### src/rtl/dmx_rx.sv
// DMX512 receiver: synchronizes RX, detects break / mark-after-break, and
// deframes 8N2 slots at 250 kbaud, reporting each slot with its index.
// Optional feature: define DMX_RX_START_CODE_FILTER_EN to drop any frame
// whose start code (slot 0) is not 8'h00.
module dmx_rx #(
  parameter int CLK_DIV   = 48,
  parameter int BREAK_MIN = 1064,
  parameter int MAB_MIN   = 97
) (
  input  logic       clk_In,
  input  logic       rst_n,
  input  logic       RX,
  output logic [7:0] slot_data,
  output logic [9:0] slot_addr,
  output logic       slot_valid,
  output logic       frame_start,
  output logic       frame_end,
  output logic       frame_err
);

  localparam int LOW_W  = $clog2(BREAK_MIN + 2);
  localparam int HIGH_W = $clog2(MAB_MIN + 2);
  localparam int TMR_W  = $clog2(CLK_DIV + 2);

  localparam logic [LOW_W-1:0]  BREAK_LIM = LOW_W'(BREAK_MIN);
  localparam logic [HIGH_W-1:0] MAB_LIM   = HIGH_W'(MAB_MIN);
  localparam logic [TMR_W-1:0]  HALF_LAST = TMR_W'(CLK_DIV / 2 - 1);
  localparam logic [TMR_W-1:0]  BIT_LAST  = TMR_W'(CLK_DIV - 1);
  localparam logic [9:0]        LAST_SLOT = 10'd512;

  typedef enum logic [2:0] {
    S_IDLE,
    S_BREAK,
    S_MAB,
    S_START,
    S_DATA,
    S_STOP1,
    S_STOP2
  } state_e;

  state_e             state_q, state_d;
  logic               rx_meta_q, rx_meta_d;
  logic               rx_sync_q, rx_sync_d;
  logic [LOW_W-1:0]   low_cnt_q, low_cnt_d;
  logic [HIGH_W-1:0]  high_cnt_q, high_cnt_d;
  logic [TMR_W-1:0]   tmr_q, tmr_d;
  logic [2:0]         bit_cnt_q, bit_cnt_d;
  logic [7:0]         shift_q, shift_d;
  logic [9:0]         next_addr_q, next_addr_d;
  logic               mark_q, mark_d;        // slot delivered, waiting for next start edge
  logic               slot_seen_q, slot_seen_d;
  logic [7:0]         slot_data_q, slot_data_d;
  logic [9:0]         slot_addr_q, slot_addr_d;
  logic               slot_valid_q, slot_valid_d;
  logic               frame_start_q, frame_start_d;
  logic               frame_end_q, frame_end_d;
  logic               frame_err_q, frame_err_d;
  logic               break_hit;

  // Break is a saturated low-run seen outside BREAK; it overrides every state.
  assign break_hit = (low_cnt_q == BREAK_LIM) && (state_q != S_BREAK);

  // Next-state and datapath logic for the receiver FSM.
  always_comb begin
    // NOTE: every signal gets a default here so no path can infer a latch.
    state_d       = state_q;
    rx_meta_d     = RX;
    rx_sync_d     = rx_meta_q;
    high_cnt_d    = high_cnt_q;
    tmr_d         = tmr_q;
    bit_cnt_d     = bit_cnt_q;
    shift_d       = shift_q;
    next_addr_d   = next_addr_q;
    mark_d        = mark_q;
    slot_seen_d   = slot_seen_q;
    slot_data_d   = slot_data_q;
    slot_addr_d   = slot_addr_q;
    slot_valid_d  = 1'b0;
    frame_start_d = 1'b0;
    frame_end_d   = 1'b0;
    frame_err_d   = 1'b0;

    if (rx_sync_q) begin
      low_cnt_d = '0;
    end else if (low_cnt_q != BREAK_LIM) begin
      low_cnt_d = low_cnt_q + 1'b1;
    end else begin
      low_cnt_d = low_cnt_q;
    end

    unique case (state_q)
      S_IDLE: begin
        // Only the break detector below can leave IDLE.
      end

      S_BREAK: begin
        if (rx_sync_q) begin
          state_d    = S_MAB;
          high_cnt_d = '0;
        end
      end

      S_MAB: begin
        if (rx_sync_q) begin
          if (high_cnt_q != MAB_LIM) high_cnt_d = high_cnt_q + 1'b1;
        end else if (high_cnt_q >= MAB_LIM) begin
          frame_start_d = 1'b1;
          next_addr_d   = '0;
          tmr_d         = '0;
          state_d       = S_START;
        end else begin
          frame_err_d = 1'b1;
          state_d     = S_IDLE;
        end
      end

      S_START: begin
        if (tmr_q == HALF_LAST) begin
          tmr_d = '0;
          if (!rx_sync_q) begin
            bit_cnt_d = '0;
            state_d   = S_DATA;
          end else begin
            frame_err_d = 1'b1;
            state_d     = S_IDLE;
          end
        end else begin
          tmr_d = tmr_q + 1'b1;
        end
      end

      S_DATA: begin
        if (tmr_q == BIT_LAST) begin
          tmr_d   = '0;
          shift_d = {rx_sync_q, shift_q[7:1]};
          if (bit_cnt_q == 3'd7) state_d = S_STOP1;
          else                   bit_cnt_d = bit_cnt_q + 1'b1;
        end else begin
          tmr_d = tmr_q + 1'b1;
        end
      end

      S_STOP1: begin
        if (tmr_q == BIT_LAST) begin
          tmr_d = '0;
          if (rx_sync_q) begin
            mark_d  = 1'b0;
            state_d = S_STOP2;
          end else begin
            frame_err_d = 1'b1;
            state_d     = S_IDLE;
          end
        end else begin
          tmr_d = tmr_q + 1'b1;
        end
      end

      S_STOP2: begin
        if (mark_q) begin
          if (slot_addr_q == LAST_SLOT) begin
            frame_end_d = 1'b1;
            slot_seen_d = 1'b0;
            mark_d      = 1'b0;
            state_d     = S_IDLE;
          end else if (!rx_sync_q) begin
            mark_d  = 1'b0;
            tmr_d   = '0;
            state_d = S_START;
          end
        end else if (tmr_q == BIT_LAST) begin
          tmr_d = '0;
          if (!rx_sync_q) begin
            frame_err_d = 1'b1;
            state_d     = S_IDLE;
`ifdef DMX_RX_START_CODE_FILTER_EN
          end else if ((next_addr_q == 10'd0) && (shift_q != 8'h00)) begin
            state_d = S_IDLE;
`endif
          end else begin
            slot_valid_d = 1'b1;
            slot_data_d  = shift_q;
            slot_addr_d  = next_addr_q;
            next_addr_d  = next_addr_q + 1'b1;
            slot_seen_d  = 1'b1;
            mark_d       = 1'b1;
          end
        end else begin
          tmr_d = tmr_q + 1'b1;
        end
      end

      default: state_d = S_IDLE;
    endcase

    // Break wins over anything decided above, including a same-cycle stop sample.
    if (break_hit) begin
      state_d       = S_BREAK;
      frame_end_d   = slot_seen_q;
      slot_seen_d   = 1'b0;
      slot_valid_d  = 1'b0;
      frame_start_d = 1'b0;
      frame_err_d   = 1'b0;
      slot_data_d   = slot_data_q;
      slot_addr_d   = slot_addr_q;
      next_addr_d   = next_addr_q;
      mark_d        = 1'b0;
    end
  end

  // State and output registers; reset aborts any frame without strobes.
  always_ff @(posedge clk_In or negedge rst_n) begin
    if (!rst_n) begin
      state_q       <= S_IDLE;
      rx_meta_q     <= 1'b1;
      rx_sync_q     <= 1'b1;
      low_cnt_q     <= '0;
      high_cnt_q    <= '0;
      tmr_q         <= '0;
      bit_cnt_q     <= '0;
      shift_q       <= '0;
      next_addr_q   <= '0;
      mark_q        <= 1'b0;
      slot_seen_q   <= 1'b0;
      slot_data_q   <= '0;
      slot_addr_q   <= '0;
      slot_valid_q  <= 1'b0;
      frame_start_q <= 1'b0;
      frame_end_q   <= 1'b0;
      frame_err_q   <= 1'b0;
    end else begin
      // NOTE: non-blocking assignments so every register samples pre-edge values.
      state_q       <= state_d;
      rx_meta_q     <= rx_meta_d;
      rx_sync_q     <= rx_sync_d;
      low_cnt_q     <= low_cnt_d;
      high_cnt_q    <= high_cnt_d;
      tmr_q         <= tmr_d;
      bit_cnt_q     <= bit_cnt_d;
      shift_q       <= shift_d;
      next_addr_q   <= next_addr_d;
      mark_q        <= mark_d;
      slot_seen_q   <= slot_seen_d;
      slot_data_q   <= slot_data_d;
      slot_addr_q   <= slot_addr_d;
      slot_valid_q  <= slot_valid_d;
      frame_start_q <= frame_start_d;
      frame_end_q   <= frame_end_d;
      frame_err_q   <= frame_err_d;
    end
  end

  assign slot_data   = slot_data_q;
  assign slot_addr   = slot_addr_q;
  assign slot_valid  = slot_valid_q;
  assign frame_start = frame_start_q;
  assign frame_end   = frame_end_q;
  assign frame_err   = frame_err_q;

endmodule
### config.mk
export PLATFORM = sky130hd
export DESIGN_NAME = dmx_rx
export DESIGN_NICKNAME = d
export VERILOG_FILES = /design/src/rtl/dmx_rx.sv
export SDC_FILE = /design/constraint.sdc
export NUM_CORES = 1
export LEC_CHECK = 0
export BUFFER_PORTS_ARGS = -buffer_cell sky130_fd_sc_hd__buf_2
export CAP_MARGIN = 20
export CORE_MARGIN = 2
export CORE_UTILIZATION = 40
export CTS_CLUSTER_SIZE = 30
export DETAILED_ROUTE_END_ITERATION = 8
export HOLD_SLACK_MARGIN = 0.06
export PLACE_DENSITY = 0.55
export SETUP_SLACK_MARGIN = 0.4
export SLEW_MARGIN = 20
export SYNTH_ARGS = -nofsm -noshare
export SYNTH_HDL_FRONTEND = slang
export SYNTH_SLANG_ARGS = --single-unit
### constraint.sdc
create_clock -name clk_In -period 2.9 [get_ports clk_In]
set_input_delay 0.435 -clock clk_In [delete_from_list [all_inputs] [get_ports clk_In]]
set_output_delay 0.435 -clock clk_In [all_outputs]
set_load 0.02 [all_outputs]
==> summary.txt <==
outcome: completed
Layout area overhead: 10.8%
CTS sink count: 74
TritonCTS clock tree: built
Synth top cells by count: 72 x dfrtp_1, 39 x nor2_1, 24 x o21ai_0
Post-synth EDFFs: 0
Final HPWL DP: 4980 um
worst skew pair latency: 0.35 ns
Setup Buffers After CTS: 0
Initial DRT Pass Iterations: 4
Vias: 2680
pwr/cell area: 423 nW/um^2
Final period util: 77.4%
area leader, netlist: dfrtp_1
part of the power in registers: 59.0%
clock slew at reported path FFs: 0.07 ns
RSZ-0062 raised after global routing: no
sequential-to-total area share from yosys stat: 49.2%
initial antenna violation count: 0
internal power: 1.35 mW
core area: 9200 um^2
Setup Crit Path Kind: register to register
gpl congestion: 0.827
Die H: 101 um
Yosys reg bits: 74
VDD IR max: 242 uV
Slew Viols, Final: 0
main combinational cell family by area after synthesis: simple AND/OR/NAND/NOR gates
Hold Buf Count CTS: 0
# port buffers: 24
synth unique cells: 60
mux share of post-synthesis cell area: 8.67%
Routed WL per cell: 14.8 um
Post-route DRC: 0
synthesized instance count: 357
GR Util All Layers: 16.2%
CP max stage cell: dfrtp_1
clock network power share: 38.6%
via/cell ratio: 5.36
Post-Syn Area: 3770 um^2
top-level I/O count: 25
Die Wd: 101 um
grt ovf: 0
post-route ant nets: 0
share of cells above drive strength 1: 22.6%
cts repair resizes: 0
Post-Route WL: 7380 um
switching part of the total: 23.6%
fin cells: 500
Initial DRC Count: 203
crit path DAT: 2.47 ns
critical-path cell list: nor4b_2 > nand4b_4 > or2_4 > a211oi_4 > o2111a_1 > a21oi_1
crit path capture type: register
final setup vio count: 0
most frequent cell after synthesis: dfrtp_1
ys flop type: dfrtp_1
CTS root buf: clkbuf_8
Final #Nets: 396
CTS H-Tree Depth: 3
TritonCTS Buffers: 9
FP Rows: 35
Synth async-reset ratio: 100%
Max Cap Violations: 0
worst stage delay on the critical path: 0.44 ns
Post-Synth Simple-Gate Area: 20.0%
Setup TNS: 0 ns
FMAX: 446 MHz
switching power: 0.416 mW
Die Area: 10200 um^2
Syn Area/Cell: 10.6 um^2
Synth area leaders: dfrtp_1 48%, mux2_2 5.1%, nor2_1 3.9%, mux2_4 3.6%, o21ai_0 3.2%
final hold vios: 0
initial core utilization: 41.0%
normalized max-slew margin: 38.1%
# placed instances: 485
vias in the first global route: 2533
Max Fanout on Critical Path: 16
WP buf/inv: 0
syn nets: 368
Hold Path Class: input port to register
crit path time final: 2.24 ns
clock skew: 0.00943 ns
Post-Synth Adder-Cell Area: 2.66%
Antenna Cells: 0
delay-heaviest family, CP: simple AND/OR/NAND/NOR gates
Comb pwr share: 2.4%
Longest Clk Path Bufs: 2
largest net degree at the start of global routing: 75
compound-gate portion of the synthesized area: 12.6%
Worst EP required: 3.12 ns
global-route wire length before repair: 13100 um
leakage: 1.91 nW
Least-Margin Pin Slew: 0.929 ns
Yosys Warn Count: 0
Setup crit start kind: register
Tot Pwr: 1.77 mW
filler instances: 884
post-synth top area share: 47.8%
xor/xnor cell area share of the yosys netlist: 3.95%
## sequential cells by signal, indices dropped and copies added, names as in the netlist, 3 cells and up
name / flops
bit_cnt_q: 3
high_cnt_q: 7
low_cnt_q: 11
next_addr_q: 10
shift_q: 8
slot_addr: 10
slot_data: 8
state_q: 3
tmr_q: 6
## cells by family after synthesis
family                   count (synthesis)
flip-flops                              74
adder cells (fa/ha/maj)                  8
multiplexers                            26
XOR/XNOR                                17
AND/OR/NAND/NOR                        136
buffers and inverters                   26
AO/OA/AOI/OAI                           70
## routing by layer
metal / GRT usage [%] / part of all wire [%]
met5: 0 / 0
met2: 22.8 / 44
met3: 3.47 / 2.5
met1: 24.4 / 52
met4: 6.13 / 1.9
## cell usage in the layout (no fill, tap or decap), types with 12 or more instances in the layout
master	count
nor2_1	39
xor2_1	12
inv_1	12
mux2_2	17
o21ai_0	24
buf_2	23
nand2_1	23
nand3_1	17
a21oi_1	12
dfrtp_1	72
## power groups by stage
| stage | logic (mW) | clock network (mW) | registers [mW] |
|---|---|---|---|
| after floorplan | 0.0175 | 0 | 1.06 |
| after global placement | 0.0440 | 0 | 1.06 |
| after detailed placement | 0.0448 | 0 | 1.06 |
| after CTS | 0.0448 | 0.715 | 1.04 |
| after global routing | 0.0502 | 0.763 | 1.04 |
| final | 0.0419 | 0.682 | 1.04 |
## per-stage QoR
step | cell area, um^2 | setup WS [ns] | hold slack [ns] | utilization [%]
after CTS | 4170 | 0.655 | 0.170 | 45.4
after global placement | 4010 | 0.727 | 0.350 | 43.6
after global routing | 4170 | 0.492 | 0.162 | 45.4
final | 4170 | 0.656 | 0.183 | 45.4
after floorplan | 3770 | 0.735 | 0.139 | -
after detailed placement | 4010 | 0.665 | 0.349 | 43.6
## path summary, 6_finish.rpt
| path | start | to | slack [ns] | depth (start not counted) |
|---|---|---|---|---|
| min | RX | rx_meta_q$_DFF_PN1_ | 0.18 | 1 |
| min reg2reg | rx_meta_q$_DFF_PN1_ | rx_sync_q$_DFF_PN1_ | 0.36 | 0 |
| max in group asynchronous | rst_n | low_cnt_q[4]$_DFFE_PN0P_ | 2.06 | 1 |
| max reg2reg | low_cnt_q[6]$_DFFE_PN0P_ | state_q[1]$_DFFE_PN0P_ | 0.66 | 6 |
| min in group asynchronous | rst_n | low_cnt_q[8]$_DFFE_PN0P_ | 0.19 | 1 |
| max | low_cnt_q[6]$_DFFE_PN0P_ | state_q[1]$_DFFE_PN0P_ | 0.66 | 6 |
## area by class of cell
type	instances	area [um^2]	share of cell area, %
clock buffer	10	128	3.06
multi-input combinational	257	1800	43.2
sequential	74	1850	44.4
timing repair buffer	30	168	4.02
clock inverter	5	32.5	0.780
tap	111	139	3.33
inverter	13	48.8	1.17
(Power assumes the default switching activity.)
